**src/rtl/addr_seq_if.sv**
```systemverilog
// Handshake/bus bundle for addr_seq_counter: window control in, address and status out.
// Passes is present only when ADDR_SEQ_PASSES_EN is defined.
interface addr_seq_if #(
    parameter int ADDR_WIDTH = 3,
    parameter int CNT_WIDTH  = 8
);
    logic                  Start;
    logic                  Inc;
    logic [ADDR_WIDTH-1:0] Base;
    logic [ADDR_WIDTH-1:0] Limit;
    logic [ADDR_WIDTH-1:0] Addr;
    logic                  Busy;
    logic                  Last;
    logic                  Done;

    if (ADDR_WIDTH < 1 || CNT_WIDTH < 1) begin : gBadWidth
        $error("addr_seq_if: ADDR_WIDTH and CNT_WIDTH must be at least 1");
    end

`ifdef ADDR_SEQ_PASSES_EN
    logic [CNT_WIDTH-1:0]  Passes;

    modport master (output Start, Inc, Base, Limit, input Addr, Busy, Last, Done, Passes);
    modport slave  (input Start, Inc, Base, Limit, output Addr, Busy, Last, Done, Passes);
`else
    modport master (output Start, Inc, Base, Limit, input Addr, Busy, Last, Done);
    modport slave  (input Start, Inc, Base, Limit, output Addr, Busy, Last, Done);
`endif
endinterface

```
**src/rtl/addr_seq_counter.sv**
```systemverilog
// Bounded-window address sequencer: Start loads Base/Limit, Inc advances by STEP,
// one-shot (Done pulse) or ring (reload Base) at the limit. Optional pass counter: ADDR_SEQ_PASSES_EN.
//
// state | meaning
// IDLE  | no window active, Addr holds its last value
// RUN   | window active, Inc advances Addr
// DONE  | one-shot window just completed, Done high for this cycle
module addr_seq_counter #(
    parameter int ADDR_WIDTH = 3,
    parameter int STEP       = 1,
    parameter int WRAP       = 0,
    parameter int CNT_WIDTH  = 8
) (
    input  logic       clock,
    input  logic       Reset,
    addr_seq_if.slave  bus
);
    typedef enum logic [1:0] {
        IDLE = 2'd0,
        RUN  = 2'd1,
        DONE = 2'd2
    } seqState;

    localparam logic [ADDR_WIDTH-1:0] STEP_INC = ADDR_WIDTH'(STEP);

    if (!(STEP == 1 || STEP == 2 || STEP == 4)) begin : gBadStep
        $error("addr_seq_counter: STEP must be 1, 2 or 4");
    end
    if (CNT_WIDTH < 1) begin : gBadCnt
        $error("addr_seq_counter: CNT_WIDTH must be at least 1");
    end

    seqState               state;
    logic [ADDR_WIDTH-1:0] addrQ;
    logic [ADDR_WIDTH-1:0] baseQ;
    logic [ADDR_WIDTH-1:0] limitQ;
    logic                  busyQ;
    logic                  doneQ;
    logic                  atLimit;

    assign atLimit  = (addrQ == limitQ);
    assign bus.Addr = addrQ;
    assign bus.Busy = busyQ;
    assign bus.Done = doneQ;
    assign bus.Last = busyQ && atLimit;

    always_ff @(posedge clock or posedge Reset) begin
        if (Reset) begin
            state  <= IDLE;
            addrQ  <= '0;
            baseQ  <= '0;
            limitQ <= '0;
            busyQ  <= 1'b0;
            doneQ  <= 1'b0;
        end else begin
            doneQ <= 1'b0;
            if (bus.Start) begin
                // Start wins over Inc in every state, including a restart mid-window
                addrQ  <= bus.Base;
                baseQ  <= bus.Base;
                limitQ <= bus.Limit;
                state  <= RUN;
                busyQ  <= 1'b1;
            end else begin
                case (state)
                    RUN: begin
                        if (bus.Inc) begin
                            if (!atLimit) begin
                                addrQ <= addrQ + STEP_INC;
                            end else if (WRAP != 0) begin
                                addrQ <= baseQ;
                            end else begin
                                state <= DONE;
                                busyQ <= 1'b0;
                                doneQ <= 1'b1;
                            end
                        end
                    end
                    DONE:    state <= IDLE;
                    default: state <= IDLE;
                endcase
            end
        end
    end

`ifdef ADDR_SEQ_PASSES_EN
    logic [CNT_WIDTH-1:0] passesQ;
    logic                 windowEnd;

    // A window completes on the final Inc at the limit, whether that ends the run or reloads Base
    assign windowEnd  = busyQ && bus.Inc && !bus.Start && atLimit;
    assign bus.Passes = passesQ;

    always_ff @(posedge clock or posedge Reset) begin
        if (Reset) begin
            passesQ <= '0;
        end else if (windowEnd && !(&passesQ)) begin
            passesQ <= passesQ + 1'b1;
        end
    end
`endif
endmodule

```
**src/flat_wrapper.sv**
```systemverilog
// flat-port wrapper written by rule: the top's interface ports become plain ports
module addr_seq_counter_flat 
#(
    parameter int ADDR_WIDTH = 3,
    parameter int STEP       = 1,
    parameter int WRAP       = 0,
    parameter int CNT_WIDTH  = 8
)
  (clock, Reset, bus_Start, bus_Inc, bus_Base, bus_Limit, bus_Addr, bus_Busy, bus_Last, bus_Done);
  addr_seq_if #(.ADDR_WIDTH(ADDR_WIDTH), .CNT_WIDTH(CNT_WIDTH)) bus_i ();
  input  logic clock;
  input  logic Reset;
  input wire logic [$bits(bus_i.Start)-1:0] bus_Start;
  input wire logic [$bits(bus_i.Inc)-1:0] bus_Inc;
  input wire logic [$bits(bus_i.Base)-1:0] bus_Base;
  input wire logic [$bits(bus_i.Limit)-1:0] bus_Limit;
  output wire logic [$bits(bus_i.Addr)-1:0] bus_Addr;
  output wire logic [$bits(bus_i.Busy)-1:0] bus_Busy;
  output wire logic [$bits(bus_i.Last)-1:0] bus_Last;
  output wire logic [$bits(bus_i.Done)-1:0] bus_Done;
  assign bus_i.Start = bus_Start;
  assign bus_i.Inc = bus_Inc;
  assign bus_i.Base = bus_Base;
  assign bus_i.Limit = bus_Limit;
  assign bus_Addr = bus_i.Addr;
  assign bus_Busy = bus_i.Busy;
  assign bus_Last = bus_i.Last;
  assign bus_Done = bus_i.Done;
  addr_seq_counter #(.ADDR_WIDTH(ADDR_WIDTH), .STEP(STEP), .WRAP(WRAP), .CNT_WIDTH(CNT_WIDTH)) u_core (.clock(clock), .Reset(Reset), .bus(bus_i));
endmodule
```
**config.mk**
```make
export PLATFORM = sky130hd
export DESIGN_NAME = addr_seq_counter_flat
export DESIGN_NICKNAME = d
export VERILOG_FILES = /design/src/rtl/addr_seq_if.sv /design/src/rtl/addr_seq_counter.sv /design/src/flat_wrapper.sv
export SDC_FILE = /design/constraint.sdc
export NUM_CORES = 1
export LEC_CHECK = 0
export BUFFER_PORTS_ARGS = -buffer_cell sky130_fd_sc_hd__clkbuf_2
export CAP_MARGIN = 40
export CORE_MARGIN = 2
export CORE_UTILIZATION = 30
export DETAILED_ROUTE_END_ITERATION = 10
export PLACE_DENSITY = 0.53
export SLEW_MARGIN = 20
export SYNTH_ARGS = -nofsm -noshare
export SYNTH_HDL_FRONTEND = slang
export SYNTH_SLANG_ARGS = --single-unit
```
**constraint.sdc**
```tcl
create_clock -name clock -period 3 [get_ports clock]
set_input_delay 0.45 -clock clock [delete_from_list [all_inputs] [get_ports clock]]
set_output_delay 0.45 -clock clock [all_outputs]
set_load 0.01 [all_outputs]
```
==> qor.yml <==
sta:
  tns_ns: 0
  final.setup.worst_slack_ns: 1.08
  period_share_pct: 63.9
  timing.fmax_ghz: 0.522
  clock_skew_ns: 0.00101
  relSlewSlack_pct: 74.6
  rsz0062_at_grt: "false"
  worst_slew_pin_slew_ns: 0.380
  hold_slack_ns: 0.132
  setup_viol_count_final: 0
  slew_viol_final: 0
  finalHoldViolCount: 0
  finalCriticalPeriod_ns: 1.92
clocking:
  cts_max_path_buffers: 2
  cts.sinks: 10
  path_clk_slew_ns: 0.06
  post_cts_buffers: 0
  cts_resized: 0
  clk_latency_ns: 0.26
  htree_levels: 1
  root_buffer: "clkbuf_4"
  cts_buffers: 3
  hold_buffers: 0
  tritoncts: "done"
drt:
  drc: 0
  postRouteWirelength_um: 824
  first_iter_violations: 3
  vias_per_cell: 4.63
  ant_nets: 0
  wl_per_cell_um: 10.8
  route.vias.total: 352
  dr.pass1.iters: 6
layout:
  final_util_pct: 40.2
  finalInstanceArea_um2: 598
  area_delta_synth_final_pct: 27.1
  nFillCells: 154
  seq_area_um2: 250
  multiInputGateArea_um2: 205
  drive_gt1_share_pct: 41.7
  nets: 72
  final_cells: 76
  antenna_cells: 0
critical_path:
  ff2ff_path_depth: 4
  crit_slowest_cell: "dfrtp_1"
  regToRegEndpoint: "u_core.state[0]$_DFFE_PP0P_"
  worstPathMaxFanout: 4
  worst-path-stages: 4
  cp_num_buf_inv: 1
  slowest_delay_ns: 0.44
  start_kind: "flip-flop"
  worstPathArrival_ns: 1.47
  end_kind: "primary output"
  path_class: "flip-flop to primary output"
  reg2reg_setup_slack_ns: 1.64
  cp_cell_sequence: "xnor2_1 -> and3_2 -> and2_1 -> clkbuf_2"
  critical-path-top-delay-family: "flip-flops"
  r2r-start: "u_core.bus.Addr[0]$_DFFE_PP0P_"
  worst_ep_required_time_ns: 2.55
synth:
  yosys_warnings: 0
  synth_area_um2: 470
  yosys.area_share.xor_xnor_pct: 9.31
  synth_edf_count: 0
  yosys.area_share.adder_pct: 2.66
  synth_cell_types: 20
  yosys-top-cells-count: "dfrtp_1 (10), xnor2_1 (5), inv_1 (3), mux2_2 (3), nand2_1 (3)"
  synth_seq_cells: 10
  synth_top_area_cell: "dfrtp_1"
  synth_ff_type: "dfrtp_1"
  yosys.area_share.simple_pct: 11.2
  synthCells: 42
  avgSynthCellArea_um2: 11.2
  synth_top_family_by_area: "compound AO/OA/AOI/OAI gates"
  seq_area_frac_synth_pct: 53.2
  synth_top_area_share_pct: 53.2
  synth_most_common_cell: "dfrtp_1"
  synth-async-reset-ratio_pct: 100
  synth_nets: 53
  muxShareOfSynthArea_pct: 7.18
  yosys-top-cells-area: "dfrtp_1 (53%), xnor2_1 (9.3%), mux2_2 (7.2%), a311oi_2 (3.2%), ha_1 (2.7%)"
  synth_compound_area_share_pct: 13.3
floorplan:
  initial_core_util_pct: 31.6
  die-height_um: 43.6
  io-pin-count: 16
  dieArea_mm2: 0.00190
  dieWidth_um: 43.6
  num_rows: 14
  core-area_mm2: 0.00149
status:
  status: "finished clean"
place:
  place_area_um2: 562
  dp_slack_ns: 1.36
  io_buffers: 15
  place_congestion: 0.680
  dp_hpwl_um: 638
  dp.cells: 72
power:
  seq_power_share_pct: 43.6
  powerDensity_mw_per_mm2: 647
  leakagePower_nw: 0.276
  switching_share_pct: 28.7
  intPower_mw: 0.276
  switchingPower_mw: 0.111
  ir_worst_vdd_mv: 0.218
  clock_power_share_pct: 30.7
  comb_power_share_pct: 25.7
  finalPower_mw: 0.387
flow_run:
  drv_cap: 0
global_route:
  grt_pass1_wl_mm: 1.42
  grt_overflow_total: 0
  grt_antenna_before_repair: 0
  track_usage_pct: 11.0
  grt_max_degree: 14
  grt_pass1_vias: 338
hold_path:
  hold_class: "primary input to asynchronous set/reset pin"
==> registers in the layout (all words and copies together), names as in the netlist <==
register and cells:
u_core.bus.Addr 3, u_core.bus.Done 1, u_core.state 2, u_core.limitQ 3, u_core.bus.Busy 1
==> routing by layer <==
| metal | track usage (%) | part of all wire (%) |
|---|---|---|
| met1 | 13.7 | 47 |
| met2 | 14.4 | 49 |
| met3 | 2.50 | 4.4 |
| met4 | 12.7 | 0 |
| met5 | 0 | 0 |
==> how the worst max path moves through the flow <==
stage	start	to	slack [ns]
3_5_place_dp	u_core.bus.Addr[0]$_DFFE_PP0P_	bus_Last	1.36
2_1_floorplan	u_core.bus.Addr[2]$_DFFE_PP0P_	bus_Last	1.47
3_3_place_gp	u_core.bus.Addr[2]$_DFFE_PP0P_	bus_Last	1.35
6_report	u_core.bus.Addr[0]$_DFFE_PP0P_	bus_Last	1.08
4_1_cts	u_core.bus.Addr[0]$_DFFE_PP0P_	bus_Last	1.06
5_1_grt	u_core.bus.Addr[0]$_DFFE_PP0P_	bus_Last	0.94
==> cell usage in the layout, fill, tap and decap left out <==
master and count:
xnor2_1 5, nor2b_1 1, a311oi_2 1, nand2_1 3, nand2b_1 1, and3_2 1, nand3b_1 1, clkbuf_4 3
a21o_1 1, clkbuf_2 15, inv_1 3, mux2_2 3, o21ai_1 2, a31o_2 1, and2_1 1, a31oi_1 1
clkbuf_8 1, o21ai_0 1, dfrtp_1 10, ha_1 1, nor2_1 2, a21oi_1 2
==> power groups by stage <==
| stage | registers [mW] | clock network (mW) | logic (mW) |
|---|---|---|---|
| CTS | 0.169 | 0.125 | 0.101 |
| global route | 0.171 | 0.133 | 0.113 |
| global placement | 0.171 | 0 | 0.101 |
| floorplan | 0.174 | 0 | 0.0670 |
| detailed placement | 0.172 | 0 | 0.101 |
| finish | 0.169 | 0.119 | 0.0996 |
==> worst reg2reg max path, stage by stage, from the launching register on <==
cell and delay [ns]:
dfrtp_1 0.44, xnor2_1 0.26, and3_2 0.26, nand2_1 0.06, a31o_2 0.24
==> cell type report <==
cell class                      instances  share of cell area (%)
Tap cell                               16                    3.35
Multi-Input combinational cell         28                    34.3
Clock buffer                            4                    6.07
Sequential cell                        10                    41.8
Timing Repair Buffer                   15                    12.6
Inverter                                3                    1.88
==> cells by family after synthesis <==
family          after synthesis
compound gates                9
xor+xnor                      5
fa+ha+maj                     1
buf+inv                       4
flops                        10
mux                           3
simple gates                 10
No activity file was read; power rests on OpenSTA's default activity.
